[config.mk]
export PLATFORM = sky130hd
export DESIGN_NAME = uart_tx_fifo
export DESIGN_NICKNAME = d
export VERILOG_FILES = /design/src/rtl/pkg_uart.sv /design/src/rtl/uart_sync_fifo.sv /design/src/rtl/uart_tx_fifo.sv
export SDC_FILE = /design/constraint.sdc
export NUM_CORES = 1
export LEC_CHECK = 0
export ABC_AREA = 1
export BUFFER_PORTS_ARGS = -buffer_cell sky130_fd_sc_hd__buf_2
export CAP_MARGIN = 20
export CORE_ASPECT_RATIO = 1.25
export CORE_UTILIZATION = 55
export CTS_CLUSTER_SIZE = 12
export DETAILED_ROUTE_END_ITERATION = 6
export PLACE_DENSITY = 0.73
export RECOVER_POWER = 100
export SYNTH_ARGS = -nofsm -noshare
export SYNTH_HDL_FRONTEND = slang
export SYNTH_HIERARCHICAL = 1
export SYNTH_SLANG_ARGS = --single-unit
[constraint.sdc]
create_clock -name clk -period 2.85 [get_ports clk]
set_clock_uncertainty 0.05 [all_clocks]
set_input_delay 0.57 -clock clk [delete_from_list [all_inputs] [get_ports clk]]
set_output_delay 0.57 -clock clk [all_outputs]
set_load 0.02 [all_outputs]
[src/rtl/pkg_uart.sv]
// Shared UART constants and the transmit feeder state type.
// TX_TIMEOUT allows two full frames (start + data + stop) before declaring the transmitter stuck.
package pkg_uart;

    localparam int DATA_WIDTH     = 8;
    localparam int CLOCKS_PER_BIT = 4;
    localparam int TX_FIFO_DEPTH  = 16;
    localparam int TX_TIMEOUT     = 2 * CLOCKS_PER_BIT * (DATA_WIDTH + 2);

    typedef enum bit [1:0] {
        F_IDLE      = 2'd0,
        F_LAUNCH    = 2'd1,
        F_WAIT_DONE = 2'd2,
        F_GAP       = 2'd3
    } tx_feed_state_e;

endpackage

[src/rtl/uart_sync_fifo.sv]
// Synchronous byte FIFO with registered count/flags, sticky overflow and synchronous flush.
// Flags come straight from count_q so the write side never sees a path from the read side.
module uart_sync_fifo #(
    parameter int DEPTH      = pkg_uart::TX_FIFO_DEPTH,
    parameter int DATA_WIDTH = pkg_uart::DATA_WIDTH
) (
    input  logic                    clk,
    input  logic                    rst_n,
    input  logic                    wr_valid,
    input  logic [DATA_WIDTH-1:0]   wr_data,
    output logic                    wr_ready,
    input  logic                    flush,
    input  logic                    rd_en,
    output logic [DATA_WIDTH-1:0]   rd_data,
    output logic [$clog2(DEPTH):0]  count,
    output logic                    empty,
    output logic                    full,
    output logic                    overflow
);

    localparam int PW = $clog2(DEPTH);
    localparam int CW = PW + 1;
    localparam logic [CW-1:0] FULL_CNT = CW'(DEPTH);

    logic [DATA_WIDTH-1:0] mem_q [DEPTH];
    logic [PW-1:0]         wr_ptr_q, wr_ptr_d;
    logic [PW-1:0]         rd_ptr_q, rd_ptr_d;
    logic [CW-1:0]         count_q, count_d;
    logic                  overflow_q, overflow_d;
    logic                  push, pop;

    assign full     = (count_q == FULL_CNT);
    assign empty    = (count_q == '0);
    assign wr_ready = !full;
    assign count    = count_q;
    assign overflow = overflow_q;
    assign rd_data  = mem_q[rd_ptr_q];

    // Full blocks a write even when a pop frees a slot in the same cycle.
    assign push = wr_valid && !full && !flush;
    assign pop  = rd_en && !empty && !flush;

    always_comb begin
        wr_ptr_d   = wr_ptr_q;
        rd_ptr_d   = rd_ptr_q;
        count_d    = count_q;
        overflow_d = overflow_q;
        if (flush) begin
            wr_ptr_d   = '0;
            rd_ptr_d   = '0;
            count_d    = '0;
            overflow_d = 1'b0;
        end else begin
            if (push) wr_ptr_d = wr_ptr_q + 1'b1;
            if (pop)  rd_ptr_d = rd_ptr_q + 1'b1;
            if (push && !pop)      count_d = count_q + 1'b1;
            else if (pop && !push) count_d = count_q - 1'b1;
            if (wr_valid && full)  overflow_d = 1'b1;
        end
    end

    always_ff @(posedge clk or negedge rst_n) begin
        if (!rst_n) begin
            wr_ptr_q   <= '0;
            rd_ptr_q   <= '0;
            count_q    <= '0;
            overflow_q <= 1'b0;
        end else begin
            wr_ptr_q   <= wr_ptr_d;
            rd_ptr_q   <= rd_ptr_d;
            count_q    <= count_d;
            overflow_q <= overflow_d;
        end
    end

    always_ff @(posedge clk) begin
        if (push) mem_q[wr_ptr_q] <= wr_data;
    end

endmodule

[src/rtl/uart_tx_fifo.sv]
// Buffers system bytes and feeds them one at a time to the UART transmitter.
// A watchdog forces progress if the transmitter never reports TX_Done.
module uart_tx_fifo
    import pkg_uart::*;
#(
    parameter int DEPTH      = TX_FIFO_DEPTH,
    parameter int DATA_WIDTH = pkg_uart::DATA_WIDTH,
    parameter int TIMEOUT    = TX_TIMEOUT
) (
    input  logic                    clk,
    input  logic                    rst_n,
    input  logic                    wr_valid,
    input  logic [DATA_WIDTH-1:0]   wr_data,
    output logic                    wr_ready,
    input  logic                    flush,
    output logic                    TX_Data_Valid,
    output logic [DATA_WIDTH-1:0]   TX_Byte,
    input  logic                    TX_Active,
    input  logic                    TX_Done,
    output logic [$clog2(DEPTH):0]  count,
    output logic                    empty,
    output logic                    full,
    output logic                    overflow,
    output logic                    tx_timeout
);

    localparam int WDW = $clog2(TIMEOUT + 1);
    localparam logic [WDW-1:0] WD_LAST = WDW'(TIMEOUT - 1);

    tx_feed_state_e        state_q, state_d;
    logic [WDW-1:0]        wd_q, wd_d;
    logic [DATA_WIDTH-1:0] tx_byte_q, tx_byte_d;
    logic                  tx_dv_q, tx_dv_d;
    logic                  tx_timeout_q, tx_timeout_d;
    logic [DATA_WIDTH-1:0] rd_data;
    logic                  rd_en;
    logic                  launch;
    logic                  wd_expire;

    uart_sync_fifo #(
        .DEPTH      (DEPTH),
        .DATA_WIDTH (DATA_WIDTH)
    ) u_fifo (
        .clk      (clk),
        .rst_n    (rst_n),
        .wr_valid (wr_valid),
        .wr_data  (wr_data),
        .wr_ready (wr_ready),
        .flush    (flush),
        .rd_en    (rd_en),
        .rd_data  (rd_data),
        .count    (count),
        .empty    (empty),
        .full     (full),
        .overflow (overflow)
    );

    // A flush landing between detect and launch leaves nothing to send; skip the strobe.
    assign launch    = (state_q == F_LAUNCH) && !empty;
    assign wd_expire = (state_q == F_WAIT_DONE) && !TX_Done && (wd_q == WD_LAST);

    always_ff @(posedge clk or negedge rst_n) begin
        if (!rst_n) state_q <= F_IDLE;
        else        state_q <= state_d;
    end

    always_comb begin
        state_d = state_q;
        case (state_q)
            F_IDLE:      if (!empty && !TX_Active) state_d = F_LAUNCH;
            F_LAUNCH:    state_d = launch ? F_WAIT_DONE : F_IDLE;
            F_WAIT_DONE: if (TX_Done || wd_q == WD_LAST) state_d = F_GAP;
            F_GAP:       state_d = F_IDLE;
            default:     state_d = F_IDLE;
        endcase
    end

    always_comb begin
        rd_en        = launch;
        tx_dv_d      = launch;
        tx_byte_d    = launch ? rd_data : tx_byte_q;
        tx_timeout_d = tx_timeout_q | wd_expire;
        wd_d         = wd_q;
        if (state_q == F_LAUNCH)         wd_d = '0;
        else if (state_q == F_WAIT_DONE) wd_d = wd_q + 1'b1;
    end

    always_ff @(posedge clk or negedge rst_n) begin
        if (!rst_n) begin
            wd_q         <= '0;
            tx_byte_q    <= '0;
            tx_dv_q      <= 1'b0;
            tx_timeout_q <= 1'b0;
        end else begin
            wd_q         <= wd_d;
            tx_byte_q    <= tx_byte_d;
            tx_dv_q      <= tx_dv_d;
            tx_timeout_q <= tx_timeout_d;
        end
    end

    assign TX_Data_Valid = tx_dv_q;
    assign TX_Byte       = tx_byte_q;
    assign tx_timeout    = tx_timeout_q;

endmodule
# --- Word level (Yosys, flattened, before mapping) ---
# Memories as Yosys holds them, arrays and structs flattened. A register that Yosys moved wholly into a read port is not among the register bits.
# Cells that the tools add are included.
classes:
  add_sub_neg: 5
  n_eq_ne: 7
  mux: 17
  bitwise_logic: 1
  reduce_logical: 28
ops:
  columns: ["op", "n"]
  rows:
  - ["$mux W4", 4]
  - ["$mux W5", 3]
  - ["$mux W7", 2]
  - ["$logic_and A1 B1 Y1", 11]
  - ["$add A4 B1 Y4 const B", 2]
  - ["$logic_not A1 Y1", 8]
  - ["$pmux W2 S4", 1]
  - ["$reduce_bool A2 Y1", 4]
  - ["$add A7 B1 Y7 const B", 1]
  - ["$eq A7 B7 Y1 const B", 1]
  - ["$mux W2", 3]
  - ["$add A5 B1 Y5 const B", 1]
  - ["$eq A5 B5 Y1 const B", 1]
  - ["$logic_not A5 Y1", 1]
  - ["$sub A5 B1 Y5 const B", 1]
  - ["$eq A2 B2 Y1 const B", 2]
  - ["$mux W1", 4]
  - ["$ne A2 B2 Y1 const B", 2]
  - ["$reduce_bool A3 Y1", 1]
  - ["$eq A2 B1 Y1 const B", 1]
  - ["$logic_not A2 Y1", 1]
  - ["$reduce_and A2 Y1", 1]
  - ["$logic_or A1 B1 Y1", 1]
  - ["$or A1 B1 Y1", 1]
totals:
  register_bits: 25
  ramBits: 128
  inputBits: 14
  out_inout_bits: 19
  elab_cells: 67
  memories: 1
memory_table:
  columns: ["name", "depth", "word_bits", "read_ports", "rd_clocked_by_memory_dff", "write_ports", "line", "source"]
  rows:
  - ["u_fifo.mem_q", 16, 8, 1, 1, 1, "uart_sync_fifo.sv:25", "logic [DATA_WIDTH-1:0] mem_q [DEPTH];"]

# --- Depth between registers and ports, before layout ---
logic_depth:
  ltp_word: 9
  ltp_mapped: 17
  depth_no_buf: 16

# --- Cells and area by module ---
# The synthesis kept the hierarchy.
by_module_without_submodules:
  columns: ["mod", "n_inst", "cells_each", "area_each_um2", "seq_area_each_um2"]
  rows:
  - ["uart_sync_fifo", 1, 493, 6019.5, 4194.0]
  - ["uart_tx_fifo", 1, 108, 913.4, 475.5]

# --- Worst setup path before layout ---
# No wires, ideal clock.
synth_timing:
  path_kind: "register to register"
  startpoint: "register u_fifo.count_q[1], in the netlist u_fifo/count[1]"
  endpoint: "register u_fifo.count_q[4], in the netlist u_fifo/count[4]"
  setup_time_ps: 117
  t_arrival_ps: 2345
  path_slack_ps: 339
  stages_incl_launch_ff: 17
  path_buffers: 1
  period_less_slack_ps: 2511
  path_cell_list: "dfrtp_1 > nor2_2 > nand3_2 > inv_1 > nor2_1 > buf_2 > nand2_4 > nand2_4 > fa_1 > nand3_1 > nand3_1 > nand2_1 > inv_1 > nor2_1 > nor2_1 > nand2_1 > nand2_1"
synth_via:
  elab_chain_cells: 9
synth_rtl:
  columns: ["element", "line", "source"]
  rows:
  - ["start, declared", "uart_sync_fifo.sv:28", "logic [CW-1:0] count_q, count_d;"]
  - ["start signal, assigned", "uart_sync_fifo.sv:71", "count_q <= count_d;"]
  - ["$logic_not A5 Y1 *", "uart_sync_fifo.sv:33", "assign empty = (count_q == '0);"]
  - ["named net empty", "uart_tx_fifo.sv:21", "output logic empty,"]
  - ["$logic_not A1 Y1 *", "uart_tx_fifo.sv:59", "assign launch = (state_q == F_LAUNCH) && !empty;"]
  - ["$logic_and A1 B1 Y1 *", "uart_tx_fifo.sv:59", null]
  - ["named net launch", "uart_tx_fifo.sv:37", "logic launch;"]
  - ["$logic_and A1 B1 Y1 * (2 in series)", "uart_sync_fifo.sv:41", "assign pop = rd_en && !empty && !flush;"]
  - ["$logic_not A1 Y1", "uart_sync_fifo.sv:56", "if (push && !pop) count_d = count_q + 1'b1;"]
  - ["$logic_and A1 B1 Y1", "uart_sync_fifo.sv:56", null]
  - ["$mux W5", "uart_sync_fifo.sv:56", null]
  - ["$mux W5", "uart_sync_fifo.sv:48", "if (flush) begin"]
# Mark *: on every way through the listed nets, which the timed path passes. The rest lies on a longest branch. The select of a mux whose other input is x is not followed.
# A chain may end at the register's enable or synchronous reset.

# --- Worst setup path after layout ---
layout_timing:
  startpoint: "register u_fifo.count_q[1], in the netlist u_fifo/count[1]"
  endpoint: "register u_fifo.count_q[4], in the netlist u_fifo/count[4]"
layout_via:
  elab_chain_cells: 9
layout_rtl:
  columns: ["element"]
  rows:
  - ["branches (longest 9 deep; another with $sub A5 B1 Y5)"]
# Parallel ways; which one is timed is not known. The select of a mux whose other input is x is not followed.

==> results.json <==
{
  "grt_start_max_net_pins": 79,
  "htreeDepth": 4,
  "drt-vias-per-instance": 5.76,
  "async_reset_ff_share_pct": 20.5,
  "dp_cells": 783,
  "die_w_um": 102,
  "yosysMostFrequentCell": "edfxtp_1",
  "initial_core_util_pct": 56.7,
  "synth_top_area_share_pct": 55.4,
  "die_h_um": 128,
  "post_cts_resized": 0,
  "tightest_slew_ns": 1.78,
  "period_minus_slack_ns": 2.49,
  "clockBufferDepth": 2,
  "die-area_um2": 13100,
  "status": "finished, violations left",
  "critical_path_class": "flop to flop",
  "slew_violations": 34,
  "syn_nets": 630,
  "track_usage_pct": 24.9,
  "slowest_stage": "dfrtp_1",
  "arrival_ns": 2.75,
  "crit_path_end_kind": "flop",
  "avgSynthCellArea_um2": 11.5,
  "setup_viol": 0,
  "ys.flop_type": "edfxtp_1",
  "cap_violations": 1,
  "cts_root_buf": "clkbuf_16",
  "cp-start-kind": "flop",
  "hold_buffers": 0,
  "antenna_cells": 0,
  "nNetsFinal": 667,
  "synth_cells": 601,
  "crit_fanout": 8,
  "fin_tns_setup_ns": 0,
  "grt_pass1_vias": 4622,
  "clock-sinks": 161,
  "cts_buffers": 17,
  "rows": 45,
  "fin_cells": 815,
  "clock_latency_ns": 0.42,
  "io_pins": 33,
  "syn_area_um2": 6930,
  "dr.pass1.iters": 5,
  "grt_pass1_wl_um": 23600,
  "clkTransAtPathRegs_ns": 0.07,
  "cts_tree": "yes",
  "finalCritPeriodShare_pct": 87.2,
  "ys_ff_latch": 161,
  "ys_seq_area_share_pct": 67.4,
  "place.gp.congestion": 0.845,
  "routedWlPerCell_um": 18.3,
  "fmax_mhz": 402,
  "hp-class": "primary input to flop",
  "synth.area.top_cells": "edfxtp_1, dfrtp_1, nor2_1",
  "final_antenna_net_count": 0,
  "yosysTopAreaCell": "edfxtp_1",
  "synth_edf_count": 128,
  "hpwlAfterDp_um": 9510,
  "drive_gt1_share_pct": 9.52,
  "ys_types": 33,
  "drt-initial-drc-count": 316,
  "fin_util_pct": 63.3,
  "fp.coreArea_um2": 12200,
  "antenna_found_initial": 0,
  "synth_common_cells": "edfxtp_1, nor2_1, nand2_1",
  "irDropWorstVdd_mv": 0.515,
  "power_leakage_nw": 2.87,
  "cp_cell_sequence": "nor2_1, nand3_1, inv_1, nor2_1, nand2_4, nand2_4, ha_1, a21oi_1, nand3_1, nand2_1, inv_1, nor2_1, nor2_1, nand2_1, nand2_1",
  "areaGrowthSynthToFinish_pct": 11.6,
  "vias": 4691,
  "grt_remaining_overflow": 0,
  "slowest_delay_ns": 0.44,
  "rsz0062_at_grt": "false",
  "cts_setup_buffers": 0,
  "timing.critical_path.mode_cell": "nor2_1",
  "drcViolationCount": 0,
  "violations": "max-capacitance violations, max-slew violations",
  "required_ns": 3.12,
  "max_slew_margin_pct": -18.4,
  "wl_um": 14900,
  "hold_viol": 0,
  "synth_warnings": 6,
  "port_buffers": 32,
  "power.density_nw_per_um2": 917
}
[stage by stage]
| stage | hold WS, ns | total power [mW] | cell area, um2 | setup slack [ns] |
|---|---|---|---|---|
| after floorplan | 0.224 | 4.46 | 6930 | 0.339 |
| after global placement | 0.405 | 4.92 | 7260 | 0.587 |
| after detailed placement | 0.406 | 4.99 | 7260 | 0.452 |
| after CTS | 0.183 | 7.18 | 7830 | 0.439 |
| after global routing | 0.311 | 7.51 | 7730 | 0.115 |
| final | 0.305 | 7.09 | 7730 | 0.364 |
[flip-flops by register name (all words and copies together) (netlist names), named ones only]
register	count
u_fifo/mem_q	128
TX_Byte	8
wd_q	7
u_fifo/count	5
u_fifo/rd_ptr_q	4
u_fifo/wr_ptr_q	4
TX_Data_Valid	1
state_q	1
tx_timeout	1
u_fifo/overflow	1
[worst paths after layout]
kind,startpoint,endpoint,slack [ns],cells past startpoint
max,u_fifo/count[1]$_DFFE_PN0P_,u_fifo/count[4]$_DFFE_PN0P_,0.36,15
min,TX_Done,tx_timeout$_DFF_PN0_,0.31,2
max reg2reg,u_fifo/count[1]$_DFFE_PN0P_,u_fifo/count[4]$_DFFE_PN0P_,0.36,15
min reg2reg,TX_Byte[7]$_DFFE_PN0P_,TX_Byte[7]$_DFFE_PN0P_,0.42,2
max in group asynchronous,rst_n,u_fifo/rd_ptr_q[0]$_DFFE_PN0P_,1.04,1
min in group asynchronous,rst_n,u_fifo/count[1]$_DFFE_PN0P_,0.56,1
[layout make-up]
class	count	area [um2]
Clock inverter	15	146
Sequential cell	161	4670
Fill cell	959	4480
Clock buffer	17	425
Timing Repair Buffer	45	208
Inverter	43	168
Multi-Input combinational cell	370	1910
Tap cell	164	205
[worst max-delay path, delay by kind of cell, from the launching register on]
kind	cells	cell delay, ns
AO/OA/AOI/OAI	1	0.20
adder cells (fa/ha/maj)	1	0.34
buffers and inverters	2	0.19
flip-flops	1	0.44
AND/OR/NAND/NOR	11	1.17
[placed cells by master, fill, tap and decap left out, types with 3 or more instances in the layout]
cell,synthesis,final
clkbuf_16,0,17
inv_6,0,8
a21oi_1,22,22
o21ai_0,36,40
clkbuf_1,3,34
nand3_1,16,20
nand4_1,18,18
inv_1,35,37
ha_1,14,14
nand2_1,81,84
nand2_4,4,4
clkinv_4,0,3
o22ai_1,8,8
dfrtp_1,33,32
o211ai_1,22,22
buf_2,19,5
edfxtp_1,128,128
nor2_2,5,3
o21ai_1,37,33
nor3_1,3,3
buf_4,3,4
nor2_1,86,88
[kinds of logic (layout without fill, tap and decap cells)]
| group | after synthesis | after routing | share of synthesized area (%) |
|---|---|---|---|
| buf+inv | 70 | 120 | 4.60 |
| flops | 161 | 161 | 67.4 |
| simple gates | 223 | 223 | 14.4 |
| compound gates | 130 | 130 | 10.6 |
| fa+ha+maj | 15 | 15 | 2.82 |
| xor+xnor | 2 | 2 | 0.253 |
[report_power, final]
part           leakage [nW]  total (mW)  switching (mW)  internal (mW)
clock network         0.276        2.18           0.955           1.22
logic                  1.01        2.04            1.43          0.613
registers              1.58        2.87           0.149           2.72
total                  2.87        7.09            2.53           4.56
[layer usage]
layer	GRT usage, %	up-vias	share of wire, %
li1	-	2194	-
met2	41.2	201	50
met4	10.5	0	2.4
met5	0	-	0
met3	5.20	27	6.1
met1	31.4	2269	41
Power figures use the tool's default switching activity.
